--- src/rtl/fetch_pkg.sv ---
// Shared types and constants for the instruction fetch front end.
// A fetch_entry_t pairs a returned instruction word with the PC it was fetched from.
package fetch_pkg;

    localparam logic [31:0] RESET_PC_DEFAULT = 32'h8000_0000;
    localparam logic [3:0]  MARK_WORD        = 4'hF;
    localparam logic [31:0] PC_STEP          = 32'd4;

    typedef struct packed {
        logic [31:0] pc;
        logic [31:0] inst;
    } fetch_entry_t;

    // Redirect targets are forced to word alignment.
    function automatic logic [31:0] align_pc(input logic [31:0] pc);
        return {pc[31:2], 2'b00};
    endfunction

endpackage

--- src/rtl/fetch_fifo.sv ---
// Synchronous FIFO of fetch entries with enqueue, dequeue and a single-cycle flush.
// Flush takes priority over any enqueue or dequeue in the same cycle.
module fetch_fifo
    import fetch_pkg::*;
#(
    parameter int DEPTH = 2,
    localparam int PTR_W = $clog2(DEPTH),
    localparam int CNT_W = PTR_W + 1
) (
    input  logic               clock,
    input  logic               reset,
    input  logic               flush,
    input  logic               enq,
    input  fetch_entry_t       enq_data,
    input  logic               deq,
    output fetch_entry_t       head,
    output logic               empty,
    output logic [CNT_W-1:0]   count
);

    fetch_entry_t     mem [DEPTH];
    logic [PTR_W-1:0] rd_ptr;
    logic [PTR_W-1:0] wr_ptr;
    logic             do_deq;

    assign empty  = (count == '0);
    assign do_deq = deq && !empty;
    assign head   = mem[rd_ptr];

    // Pointers wrap naturally because DEPTH is a power of two.
    always_ff @(posedge clock) begin
        if (!reset || flush) begin
            rd_ptr <= '0;
            wr_ptr <= '0;
            count  <= '0;
        end else begin
            if (enq) begin
                wr_ptr <= wr_ptr + PTR_W'(1);
            end
            if (do_deq) begin
                rd_ptr <= rd_ptr + PTR_W'(1);
            end
            count <= count + CNT_W'(enq) - CNT_W'(do_deq);
        end
    end

    always_ff @(posedge clock) begin
        if (reset && !flush && enq) begin
            mem[wr_ptr] <= enq_data;
        end
    end

    // Upstream credit accounting must never let an enqueue land on a full buffer.
    assert property (@(posedge clock) disable iff (!reset)
        !(enq && !flush && !do_deq && count == CNT_W'(DEPTH)));

endmodule

--- src/rtl/inst_fetch_unit.sv ---
// Fetch stage: owns the PC, issues one word read per cycle, buffers returned words
// with their PC and presents them to decode; redirects flush buffered and in-flight fetches.
module inst_fetch_unit
    import fetch_pkg::*;
#(
    parameter logic [31:0] RESET_PC   = RESET_PC_DEFAULT,
    parameter int          FIFO_DEPTH = 2
) (
    input  logic        clock,
    input  logic        reset,
    output logic [31:0] io_inst_addr,
    output logic        io_inst_readEn,
    output logic        io_inst_writeEn,
    output logic [31:0] io_inst_writeData,
    output logic [3:0]  io_inst_mark,
    input  logic [31:0] io_inst_readData,
    input  logic        redirect_valid,
    input  logic [31:0] redirect_pc,
    output logic        out_valid,
    input  logic        out_ready,
    output logic [31:0] out_pc,
    output logic [31:0] out_inst
);

    localparam int CNT_W = $clog2(FIFO_DEPTH) + 1;
    localparam int OCC_W = CNT_W + 1;

    logic [31:0]      pc;
    logic [31:0]      req_pc;
    logic             inflight;
    logic             issue;
    logic             deq;
    logic             enq;
    logic             kill;
    logic [CNT_W-1:0] fifo_count;
    logic             fifo_empty;
    logic [OCC_W-1:0] occupancy;
    fetch_entry_t     enq_entry;
    fetch_entry_t     head;

    // Decode handshake: out_valid says out_pc/out_inst hold a fetched instruction;
    // a transfer happens on a cycle where out_valid && out_ready, and the presented
    // entry stays stable until that transfer or a redirect.
    assign out_valid = reset && !fifo_empty;
    assign deq       = out_valid && out_ready;
    assign out_pc    = head.pc;
    assign out_inst  = head.inst;

    // Credit counts buffered words plus the outstanding read, minus the slot freed this cycle.
    assign occupancy = OCC_W'(fifo_count) + OCC_W'(inflight) - OCC_W'(deq);
    assign issue     = reset && !redirect_valid && (occupancy < OCC_W'(FIFO_DEPTH));

    assign kill      = redirect_valid;
    assign enq       = reset && inflight && !kill;
    assign enq_entry = '{pc: req_pc, inst: io_inst_readData};

    assign io_inst_addr      = reset ? pc : RESET_PC;
    assign io_inst_readEn    = issue;
    assign io_inst_writeEn   = 1'b0;
    assign io_inst_writeData = 32'h0;
    assign io_inst_mark      = MARK_WORD;

    always_ff @(posedge clock) begin
        if (!reset) begin
            pc       <= RESET_PC;
            req_pc   <= RESET_PC;
            inflight <= 1'b0;
        end else if (redirect_valid) begin
            pc       <= align_pc(redirect_pc);
            inflight <= 1'b0;
        end else if (issue) begin
            pc       <= pc + PC_STEP;
            req_pc   <= pc;
            inflight <= 1'b1;
        end else begin
            inflight <= 1'b0;
        end
    end

    fetch_fifo #(
        .DEPTH (FIFO_DEPTH)
    ) u_fifo (
        .clock    (clock),
        .reset    (reset),
        .flush    (redirect_valid),
        .enq      (enq),
        .enq_data (enq_entry),
        .deq      (deq),
        .head     (head),
        .empty    (fifo_empty),
        .count    (fifo_count)
    );

endmodule

--- config.mk ---
export PLATFORM = sky130hd
export DESIGN_NAME = inst_fetch_unit
export DESIGN_NICKNAME = d
export VERILOG_FILES = /design/src/rtl/fetch_pkg.sv /design/src/rtl/fetch_fifo.sv /design/src/rtl/inst_fetch_unit.sv
export SDC_FILE = /design/constraint.sdc
export NUM_CORES = 1
export LEC_CHECK = 0
export ABC_CLOCK_PERIOD_IN_PS = 10400
export BUFFER_PORTS_ARGS = -buffer_cell sky130_fd_sc_hd__clkbuf_2
export CORE_MARGIN = 1.5
export CORE_UTILIZATION = 54
export CTS_CLUSTER_DIAMETER = 100
export DETAILED_ROUTE_END_ITERATION = 6
export GPL_ROUTABILITY_DRIVEN = 0
export GPL_TIMING_DRIVEN = 0
export MAX_ROUTING_LAYER = met4
export PLACE_DENSITY = 0.8
export SETUP_SLACK_MARGIN = 0.2
export SLEW_MARGIN = 10
export SYNTH_ARGS = -nofsm -noshare
export SYNTH_HDL_FRONTEND = slang
export SYNTH_HIERARCHICAL = 1
export SYNTH_SLANG_ARGS = --single-unit
--- constraint.sdc ---
create_clock -name clock -period 10.4 [get_ports clock]
set_input_delay 2.08 -clock clock [delete_from_list [all_inputs] [get_ports clock]]
set_output_delay 2.08 -clock clock [all_outputs]
set_load 0.01 [all_outputs]
==> results of run 1 <==
==> per-stage QoR <==
step | worst slack (ps) | power, mW | util
detailed placement | 3530 | 0.961 | 0.643
finish | 3520 | 1.56 | 0.680
global placement | -233 | 0.958 | 0.637
CTS | 3510 | 1.57 | 0.680
global route | 3330 | 1.62 | 0.680
floorplan | 2490 | 0.921 | -
==> logic make-up (layout without fill, tap and decap cells) <==
| logic type | Yosys count | after routing | synth area share |
|---|---|---|---|
| AO/OA/AOI/OAI | 108 | 108 | 0.0762 |
| XOR/XNOR | 10 | 10 | 0.0118 |
| adder cells (fa/ha/maj) | 5 | 5 | 0.00818 |
| buffers and inverters | 89 | 289 | 0.0704 |
| flip-flops | 194 | 194 | 0.603 |
| multiplexers | 67 | 67 | 0.114 |
| other | 2 | 43 | 0.000876 |
| AND/OR/NAND/NOR | 194 | 194 | 0.116 |
==> critical path, delay by kind of cell <==
family,cells,cell delay (ps)
buf+inv,7,1290
simple gates,4,610
fa+ha+maj,2,610
xor+xnor,1,210
==> report_power, final <==
group | leakage (nW) | switching, mW | internal [mW]
clock network | 0.272 | 0.290 | 0.327
logic | 2.24 | 0.0571 | 0.0432
registers | 1.75 | 0.0158 | 0.831
total | 4.27 | 0.363 | 1.20
==> cells in the final DEF, fill, tap and decap left out, types with 17 or more instances in the layout <==
cell,Yosys,final
a21oi_1,49,49
and2_1,31,31
buf_4,39,43
clkbuf_16,0,17
clkbuf_2,0,161
conb_1,2,43
dfxtp_1,66,66
edfxtp_1,128,128
mux2_4,60,60
nand2_1,83,83
nor2_1,24,24
==> area by class of cell <==
| cell class | instances | area [µm²] | share of cell area |
|---|---|---|---|
| Inverter | 11 | 41.3 | 0.00395 |
| Sequential cell | 194 | 5160 | 0.494 |
| Tap cell | 211 | 264 | 0.0253 |
| Clock inverter | 13 | 113 | 0.0108 |
| Timing Repair Buffer | 168 | 890 | 0.0851 |
| Buffer | 78 | 562 | 0.0538 |
| Multi-Input combinational cell | 427 | 2960 | 0.284 |
| Clock buffer | 19 | 453 | 0.0433 |
==> final timing paths <==
check	startpoint	end	slack (ps)
worst max register to register	u_fifo/count[1]$_SDFF_PP0_	pc[14]$_SDFFE_PN0P_	7200
worst min-delay path	req_pc[26]$_SDFFE_PN0P_	u_fifo/mem[1][58]$_DFFE_PP_	450
worst min register to register	req_pc[26]$_SDFFE_PN0P_	u_fifo/mem[1][58]$_DFFE_PP_	450
worst max-delay path	reset	io_inst_readEn	3520
==> routing by layer <==
metal / wire (µm) / vias up
li1: - / 2793
met1: 7270 / 2681
met2: 8570 / 311
met3: 1720 / 27
met4: 248 / 0
met5: 0 / -
==> state kept, by name, indices dropped and copies added, names as in the netlist, named ones only <==
signal and count:
u_fifo/wr_ptr 1, req_pc 30, inflight 1, u_fifo/rd_ptr 1
u_fifo/mem 128, pc 30, u_fifo/count 2
==> results by group, run 1 <==
GRT
  – Most Used Layer, Global Route: met2
  – Vias in the first global route: 5370
  – Met2 usage: 0.360
  – Largest net degree at the start of global routing: between 40 and 50
  – Gr ovfl total: 0
  – All-Layer GR Usage: 0.224
  – Met1 Usage GRT: 0.282
  – Grt met3 use: 0.0449
  – First-pass GRT wire length: 27600 µm
  – Initial antenna violation count: 0

Drt
  – Antenna-violating nets left: 0
  – First-pass detailed-route iteration total: 5
  – Post-Route WL: 17800 µm
  – Wire length per cell: between 15 and 20 µm
  – DRC: 0
  – Vias: 5812
  – DR iter-0 viols: 532
  – Drt via density: 5.18

Floorplan
  – Initial Util: 0.557
  – Die span in x: 129 µm
  – CORE AREA: ~15000 µm²
  – Std-Cell Rows: 45
  – # IOs: 203
  – Die Footprint: 16600 µm²
  – Die Height: 129 µm

Synthesis
  – Post-synth cell types: just under 60
  – Ys flop type: edfxtp_1
  – Flops & latches, synth: 194
  – Top-count cell post-synth: edfxtp_1
  – Post-synth top area cell: edfxtp_1
  – Sequential cell area fraction in the yosys report: 0.603
  – YS warnings: 6
  – Synth cell count leaders: 128 x edfxtp_1, 83 x nand2_1, 66 x dfxtp_1
  – Gate Count Post-Synth: 669
  – Async SR Flop Fraction: 0
  – Post-synth EDFFs: between 100 and 150
  – Synth area leaders: edfxtp_1 45%, dfxtp_1 15%, mux2_4 11%, nand2_1 3.6%, buf_4 3.4%
  – Top cell type's share of synthesized area: 0.449
  – Mapped Area: 8570 µm²
  – Avg Cell Area, Syn: 12.8 µm²

Timing
  – Setup violations, final: 0
  – Final Hold Vio Count: 0
  – Setup TNS: 0 ps
  – Fmax: 0.145 GHz
  – RSZ-0062 raised after global routing: false
  – Final Cycle Share: 0.661
  – Tightest Pin Transition: 737 ps
  – Slew HR: 0.506
  – Min Clock Period, post-route: around 6900 ps
  – Clock Skew: 8.54 ps
  – Final max-slew violation count: 0
  – Hold Worst Slack: approximately 450 ps

Setup path
  – Critical path's most frequent cell: buf_2
  – CP max FO: 10
  – Cell Chain, Critical Path: clkbuf_2 > buf_2 > inv_1 > nor2_1 > and2_1 > ha_1 > nand2b_1 > fa_1 > xnor2_1 > nand3_1 > inv_2 > buf_2 > buf_2 > clkbuf_2
  – Crit. End Element: output port
  – Worst reg2reg path depth: 11
  – Kind of critical path: primary input to output port
  – CP max stage cell: fa_1
  – Req. time, crit path: 8320 ps
  – Largest stage delay on the critical path: between 300 and 400 ps
  – Worst Path Arrival: approximately 4800 ps
  – Worst Setup Start Kind: primary input

Placement
  – Post-DP Area: 9890 µm²
  – Post-Place Cells: approximately 1100
  – Port Buffer Count: 161
  – Hpwl dp: 13000 µm

Clock tree
  – Number of buffers created by CTS: 17
  – Skew-Pair Late Insertion Delay: 420 ps
  – Root buf cell: clkbuf_16
  – Hold-fix buffers at CTS: 0
  – CTS clk-pin slew, worst paths: approximately 60 ps
  – Maximum clock path buffer count: 2
  – Setup Buffers After CTS: 0
  – H-Tree Depth: 4
  – CTS tree: built
  – Post-CTS sizing: 0
  – Num Clock Sinks: between 150 and 200

Flow run
  – Max_cap viols: 0

Layout
  – Nets: 970
  – Layout Area Growth over Synthesis: 22.0%
  – Fill cell count: 1148
  – Diode count: 0
  – Fin cells: between 1000 and 1500
  – Design area: about 10000 µm²
  – Layout cells sized above 1: 0.366

Power
  – Worst VDD drop: 0.141 mV
  – Leakage: 4.27 nW
  – Pwr per Cell Area: 150 nW/µm²

Outcome
  – Status: finished, final reports clean

Worst hold path
  – Worst Hold Depth: 0
  – Hold crit path type: flop to flop
No activity file was read; power rests on OpenSTA's default activity.
==> run 2: changes to the inputs <==
--- a/config.mk
+++ b/config.mk
@@ -5,16 +5,17 @@
 export SDC_FILE = /design/constraint.sdc
 export NUM_CORES = 1
 export LEC_CHECK = 0
-export ABC_CLOCK_PERIOD_IN_PS = 10400
+export ABC_AREA = 1
+export ABC_CLOCK_PERIOD_IN_PS = 6400
 export BUFFER_PORTS_ARGS = -buffer_cell sky130_fd_sc_hd__clkbuf_2
 export CORE_MARGIN = 1.5
-export CORE_UTILIZATION = 54
+export CORE_UTILIZATION = 55
 export CTS_CLUSTER_DIAMETER = 100
 export DETAILED_ROUTE_END_ITERATION = 6
 export GPL_ROUTABILITY_DRIVEN = 0
 export GPL_TIMING_DRIVEN = 0
 export MAX_ROUTING_LAYER = met4
-export PLACE_DENSITY = 0.8
+export PLACE_DENSITY = 0.81
 export SETUP_SLACK_MARGIN = 0.2
 export SLEW_MARGIN = 10
 export SYNTH_ARGS = -nofsm -noshare
==> constraint.sdc (replaced) <==
create_clock -name clock -period 6.4 [get_ports clock]
set_input_delay 1.28 -clock clock [delete_from_list [all_inputs] [get_ports clock]]
set_output_delay 1.28 -clock clock [all_outputs]
set_load 0.01 [all_outputs]
==> run 2 against run 1 <==
Register-to-register slack lost 4000 ps. Routed wire length grew 9.2%. Global-route usage grew 1.4 points. Setup slack lost 2700 ps. Sequential power grew 64%. Area after synthesis grew 5.4%. Critical endpoint unchanged.
==> results by group, run 2 <==
Drt
  – Wire length per cell: 15.0 µm (-5.8%)
  – DR iter-0 viols: 460 (-14%)
  – Metal2 WL: 9200 µm (+7.3%)
  – DRC: 0 (unchanged)
  – Drt via density: 5.00 (-3.5%)
  – Post-Route WL: 19400 µm (+9.2%)
  – Vias: 6499 (+12%)
  – First-pass detailed-route iteration total: 6 (+1)
  – Antenna-violating nets left: 0 (unchanged)
  – Max layer used: met4
  – Metal3 WL: 1320 µm (-23%)
  – WL met1: 8210 µm (+13%)

Timing
  – Setup violations, final: 0 (unchanged)
  – Hold Worst Slack: 450 ps (-1.91 ps)
  – Final Cycle Share: 0.875
  – RSZ-0062 raised after global routing: false
  – Clock Skew: 20.4 ps (+11.9 ps)
  – Fmax: 0.178 GHz
  – Tightest Pin Transition: 856 ps (+119 ps)
  – Final max-slew violation count: 0 (unchanged)
  – Final Hold Vio Count: 0 (unchanged)
  – Slew HR: 0.427 (-0.0789)
  – Min Clock Period, post-route: between 5000 and 6000 ps
  – Setup TNS: 0 ps (unchanged)

Clock tree
  – Setup Buffers After CTS: 0 (unchanged)
  – Root buf cell: clkbuf_16
  – H-Tree Depth: 4 (unchanged)
  – Post-CTS sizing: 0 (unchanged)
  – Num Clock Sinks: 194 (unchanged)
  – Number of buffers created by CTS: 17 (unchanged)
  – CTS clk-pin slew, worst paths: 60 ps (about the same)
  – Skew-Pair Late Insertion Delay: 440 ps (+20 ps)
  – Maximum clock path buffer count: 2 (unchanged)
  – Hold-fix buffers at CTS: 0 (unchanged)
  – CTS tree: built

GRT
  – Vias in the first global route: 6142 (+14%)
  – Gr ovfl total: 0 (unchanged)
  – First-pass GRT wire length: 31000 µm (+12%)
  – Largest net degree at the start of global routing: 28 (-39%)
  – Initial antenna violation count: 0 (unchanged)
  – All-Layer GR Usage: 0.238 (+0.0142)

Layout
  – Layout Area Growth over Synthesis: 21.1%
  – Final core occ: 0.686 (+0.00591)
  – Fill cell count: 1207 (+5.1%)
  – Reg with most FFs: u_fifo/mem
  – Max reg flops: 128 (unchanged)
  – Layout cells sized above 1: 0.323 (-0.0428)
  – Diode count: 0 (unchanged)
  – Most common cell after layout, fill and taps aside: clkbuf_2
  – Commonest cells after routing, fill and taps aside: 161 x clkbuf_2, 157 x nand2_1, 128 x edfxtp_1
  – Seq. cell area: 5160 µm² (unchanged)
  – Fin cells: 1299 (+16%)
  – Top Registers: u_fifo/mem (128), pc (30), req_pc (30)
  – Multi-input gate area: 3100 µm² (+4.6%)
  – Nets: 1143 (+18%)

Synthesis
  – Synth area leaders: edfxtp_1 43%, dfxtp_1 15%, mux2_4 10%, nand2_1 6.5%, inv_1 3.9%
  – Top-count cell post-synth: nand2_1
  – Async SR Flop Fraction: 0 (unchanged)
  – Combinational family with the most area after synthesis: simple AND/OR/NAND/NOR gates
  – Avg Cell Area, Syn: 10.7 µm² (-16%)
  – Post-synth EDFFs: 128 (unchanged)
  – XOR/XNOR Fraction of Synth Area: 0.00776 (-0.00407)
  – Post-synth cell types: 47 (-19%)
  – Mapped Area: 9030 µm² (+5.4%)
  – Synth cell count leaders: 157 x nand2_1, 128 x edfxtp_1, 95 x inv_1
  – Post-Synth Simple-Gate Area: 0.147 (+0.0308)
  – Adder-Cell Fraction of Synth Area: 0.00776 (-0.000418)
  – Flops & latches, synth: 194 (unchanged)
  – Top cell type's share of synthesized area: 0.426 (-0.0229)
  – Gate Count Post-Synth: 843 (+26%)
  – Post-synth top area cell: edfxtp_1
  – Area fraction in compound gates after synthesis: 0.0565 (-0.0197)
  – Multiplexer area fraction after synthesis: 0.105 (-0.00915)
  – Sequential cell area fraction in the yosys report: 0.572 (-0.0308)
  – Ys flop type: edfxtp_1
  – YS warnings: 6 (unchanged)

Setup path
  – Largest stage delay on the critical path: 480 ps (+100 ps)
  – Kind of critical path: primary input to output port
  – Critical path's most frequent cell: clkbuf_2
  – Crit path launch: reset
  – Crit path to: io_inst_readEn
  – CP max stage cell: fa_1
  – Worst Setup Start Kind: primary input
  – CP max FO: 10 (unchanged)
  – R2r startpoint: u_fifo/count[1]$_SDFF_PP0_
  – WP depth: 14 (unchanged)
  – R2R Setup Slk: 3170 ps (-4030 ps)
  – Cell Chain, Critical Path: clkbuf_2 > inv_2 > buf_1 > nor3b_1 > ha_1 > or2_2 > fa_1 > inv_1 > nor2_2 > nand2_4 > inv_4 > buf_4 > buf_2 > clkbuf_2
  – Req. time, crit path: 5120 ps (-3200 ps)
  – Crit. End Element: output port
  – CP delay by family, top: buffers and inverters
  – Worst reg2reg path depth: 13 (+2)
  – Worst Path Arrival: 4320 ps (-480 ps)
  – Crit path buffers/inverters: 8 (+1)
  – Reg2reg end: pc[7]$_SDFFE_PN0P_

Floorplan
  – CORE AREA: 15900 µm² (+3.7%)
  – Std-Cell Rows: 46 (+2.2%)
  – # IOs: 203 (unchanged)
  – Die span in x: 131 µm (+1.7%)
  – Die Footprint: 17200 µm² (+3.4%)
  – Initial Util: 0.566 (+0.00897)
  – Die Height: 131 µm (+1.7%)

Placement
  – Port Buffer Count: 161 (unchanged)
  – Hpwl dp: 14500 µm (+12%)
  – Post-Place Cells: 1267 (+16%)

Power
  – Clk network pwr share: 0.382 (-0.013)
  – Pwr per Cell Area: 234 nW/µm² (+57%)
  – Worst VDD drop: 0.216 mV (+53%)
  – Switching part of the total power: 0.230 (-0.00219)
  – Net Sw Power: 0.588 mW (+62%)
  – Combinational Power Share: 0.075 (+0.011)
  – Internal power: 1.97 mW (+64%)
  – Leakage: 4.80 nW (+12%)
  – Flop pwr share: 0.543 (+0.002)

Outcome
  – Status: finished, final reports clean

Flow run
  – Max_cap viols: 0 (unchanged)

Worst hold path
  – Hold crit path type: flop to flop
==> run 2: cell type report <==
class	count	share of cell area
buffer	70	0.0512
sequential	194	0.472
timing repair buffer	167	0.0836
inverter	100	0.0346
clock inverter	12	0.0101
multi-input combinational	520	0.284
clock buffer	20	0.0399
tap	216	0.0247
==> run 2: stage by stage <==
stage / power [mW] / setup slack [ps] / instance area (µm²)
2_1_floorplan: 1.53 / 1570 / 9190
5_1_grt: 2.65 / 584 / 10900
3_5_place_dp: 1.60 / 824 / 10400
3_3_place_gp: 1.59 / -37.4 / 10300
4_1_cts: 2.57 / 832 / 10900
6_report: 2.56 / 798 / 10900
==> run 2: how the worst min path moves through the flow <==
stage          slack, ps               startpoint                     endpoint  depth (start not counted)
2_1_floorplan        420   req_pc[4]$_SDFFE_PN0P_  u_fifo/mem[0][36]$_DFFE_PP_                          0
3_3_place_gp         430  req_pc[19]$_SDFFE_PN0P_  u_fifo/mem[0][51]$_DFFE_PP_                          0
3_5_place_dp         440  req_pc[27]$_SDFFE_PN0P_  u_fifo/mem[0][59]$_DFFE_PP_                          0
4_1_cts              450  req_pc[27]$_SDFFE_PN0P_  u_fifo/mem[0][59]$_DFFE_PP_                          0
5_1_grt              470  req_pc[27]$_SDFFE_PN0P_  u_fifo/mem[0][59]$_DFFE_PP_                          0
6_report             450  req_pc[27]$_SDFFE_PN0P_  u_fifo/mem[0][59]$_DFFE_PP_                          0
==> run 2: kinds of logic after synthesis <==
logic type / after synthesis
and+or+nand+nor: 309
DFF: 194
AOI/OAI and AO/OA: 91
adders and majority gates: 5
other: 2
buffers and inverters: 170
muxes: 64
xor gates and xnor gates: 8
==> run 2: metal layers <==
metal | GRT usage | up-vias
met5 | - | -
met4 | 0.114 | 0
met3 | 0.0505 | 50
met2 | 0.379 | 273
met1 | 0.290 | 3000
li1 | - | 3176
==> run 2: power groups by stage <==
stage	Clock, mW	Combinational [mW]	Sequential (mW)
after floorplan	0	0.122	1.41
after global placement	0	0.179	1.42
after detailed placement	0	0.185	1.42
after CTS	0.992	0.187	1.39
after global routing	1.05	0.210	1.39
final	0.980	0.191	1.39
==> run 3: changes to the inputs <==
--- a/config.mk
+++ b/config.mk
@@ -10,6 +10,7 @@
 export BUFFER_PORTS_ARGS = -buffer_cell sky130_fd_sc_hd__clkbuf_2
 export CORE_MARGIN = 1.5
 export CORE_UTILIZATION = 55
+export CTS_BUF_LIST = sky130_fd_sc_hd__clkbuf_8
 export CTS_CLUSTER_DIAMETER = 100
 export DETAILED_ROUTE_END_ITERATION = 6
 export GPL_ROUTABILITY_DRIVEN = 0
==> run 3 against run 2 <==
Setup slack worse by 8.8 ps. Total power fell by 11%. Critical path depth unchanged. Cell count unchanged. Via count hardly changed.
==> results by group, run 3 (same netlist as run 2, synthesis figures left out) <==
GRT
  – All-Layer GR Usage: 0.233 (-0.00522)
  – First-pass GRT wire length: 30400 µm (-2.0%)
  – Initial antenna violation count: 0 (unchanged)
  – Largest net degree at the start of global routing: 28 (unchanged)
  – Vias in the first global route: 6072 (-1.1%)
  – Gr ovfl total: 0 (unchanged)

Drt
  – Vias: 6500 (+0.015%)
  – Post-Route WL: 19200 µm (-1.5%)
  – Wire length per cell: 14.8 µm (-1.5%)
  – First-pass detailed-route iteration total: 5 (-1)
  – Antenna-violating nets left: 0 (unchanged)
  – DR iter-0 viols: 469 (+2.0%)
  – DRC: 0 (unchanged)
  – Drt via density: 5.00 (about the same)

Setup path
  – Worst Path Arrival: 4330 ps (about the same)
  – Reg2reg end: pc[24]$_SDFFE_PN0P_
  – CP max FO: 10 (unchanged)
  – R2r startpoint: u_fifo/count[1]$_SDFF_PP0_
  – R2R Setup Slk: 3180 ps (about the same)
  – Crit path launch: reset
  – Worst Setup Start Kind: primary input
  – Req. time, crit path: 5120 ps (about the same)
  – Crit. End Element: output port
  – Worst reg2reg path depth: 14 (+1)
  – Kind of critical path: primary input to output port

Placement
  – Post-DP Area: 10400 µm² (unchanged)
  – Hpwl dp: 14500 µm (unchanged)
  – Port Buffer Count: 161 (unchanged)
  – Setup WS pre-CTS: 824 ps (unchanged)

Worst hold path
  – Worst Hold Depth: 0 (unchanged)
  – Worst hold path endpoint: u_fifo/mem[0][59]$_DFFE_PP_
  – Hold path start: req_pc[27]$_SDFFE_PN0P_
  – Hold crit path type: flop to flop

Floorplan
  – CORE AREA: 15900 µm² (unchanged)
  – Die span in x: 131 µm (unchanged)
  – Initial Util: 0.566 (unchanged)
  – Die Height: 131 µm (unchanged)
  – # IOs: 203 (unchanged)
  – Std-Cell Rows: 46 (unchanged)
  – Die Footprint: 17200 µm² (unchanged)

Layout
  – Commonest cells after routing, fill and taps aside: 161 x clkbuf_2, 157 x nand2_1, 128 x edfxtp_1
  – Design area: 10700 µm² (-1.8%)
  – Nets: 1143 (unchanged)
  – Reg with most FFs: u_fifo/mem
  – Layout Area Growth over Synthesis: 19.0%
  – Multi-input gate area: 3100 µm² (unchanged)
  – Most common cell after layout, fill and taps aside: clkbuf_2
  – Top Registers: u_fifo/mem (128), pc (30), req_pc (30)
  – Diode count: 0 (unchanged)
  – Max reg flops: 128 (unchanged)
  – Seq. cell area: 5160 µm² (unchanged)
  – Layout cells sized above 1: 0.323 (unchanged)
  – Fill cell count: 1246 (+3.2%)
  – Final core occ: 0.674 (-0.0120)

Clock tree
  – Num Clock Sinks: 194 (unchanged)
  – Post-CTS sizing: 0 (unchanged)
  – Root buf cell: clkbuf_8
  – Maximum clock path buffer count: 2 (unchanged)
  – Number of buffers created by CTS: 17 (unchanged)
  – CTS tree: built
  – Hold-fix buffers at CTS: 0 (unchanged)
  – H-Tree Depth: 4 (unchanged)
  – CTS clk-pin slew, worst paths: 90 ps (+30 ps)
  – Setup Buffers After CTS: 0 (unchanged)
  – Skew-Pair Late Insertion Delay: 460 ps (+20 ps)

Outcome
  – Status: finished, final reports clean

Timing
  – Setup violations, final: 0 (unchanged)
  – Final max-slew violation count: 0 (unchanged)
  – Tightest Pin Transition: 854 ps (-1.61 ps)
  – Final Cycle Share: 0.877 (+0.00137)
  – Slew HR: 0.429 (+0.00108)
  – RSZ-0062 raised after global routing: false
  – Final Hold Vio Count: 0 (unchanged)
  – Min setup slack post-route: 789 ps (-8.78 ps)
  – Clock Skew: 15.1 ps (-5.33 ps)
  – Min Clock Period, post-route: 5610 ps (+8.78 ps)
  – Setup TNS: 0 ps (unchanged)
  – Fmax: 0.178 GHz (-0.16%)

Power
  – Worst VDD drop: 0.137 mV (-37%)
  – Leakage: 4.72 nW (-1.6%)
  – Total Power Consumption: 2.29 mW (-11%)
  – Pwr per Cell Area: 213 nW/µm² (-8.9%)

Flow run
  – Max_cap viols: 0 (unchanged)
[run 3: report_power, final]
| group | switching (mW) | internal (mW) |
|---|---|---|
| logic | 0.114 | 0.0756 |
| registers | 0.0286 | 1.36 |
| clock network | 0.411 | 0.303 |
| total | 0.553 | 1.74 |
[run 3: worst max-delay path: stages]
cell	delay, ps
clkbuf_2	140
inv_2	120
buf_1	250
nor3b_1	410
ha_1	300
or2_2	300
fa_1	480
inv_1	50
nor2_2	160
nand2_4	120
inv_4	100
buf_4	190
buf_2	260
clkbuf_2	170
[run 3: routing by layer]
metal | share of wire | global-route usage | vias to the layer above | routed length [µm]
li1 | - | - | 3169 | -
met2 | 0.47 | 0.368 | 283 | 9060
met1 | 0.42 | 0.289 | 2996 | 8090
met4 | 0.034 | 0.119 | 0 | 654
met3 | 0.071 | 0.0409 | 52 | 1350
met5 | 0 | - | - | 0
[run 3: stage by stage]
stage                     cells  hold WS [ps]
final                      1299           456
after global routing       1299           471
after CTS                  1299           456
after detailed placement   1267           441
after global placement     1261           432
after floorplan             884           420
[run 3: layout make-up]
| class | count | area share |
|---|---|---|
| clock buffer | 17 | 0.0218 |
| sequential | 194 | 0.481 |
| multi-input combinational | 520 | 0.289 |
| buffer | 70 | 0.0521 |
| timing repair buffer | 167 | 0.0851 |
| tap | 216 | 0.0252 |
| inverter | 100 | 0.0352 |
| clock inverter | 15 | 0.0113 |
[run 3: how the worst max path moves through the flow]
stage	endpoint	cells past startpoint
6_report	io_inst_readEn	14
3_3_place_gp	u_fifo/mem[0][10]$_DFFE_PP_	6
3_5_place_dp	io_inst_readEn	14
2_1_floorplan	io_inst_readEn	12
4_1_cts	io_inst_readEn	13
5_1_grt	io_inst_readEn	14
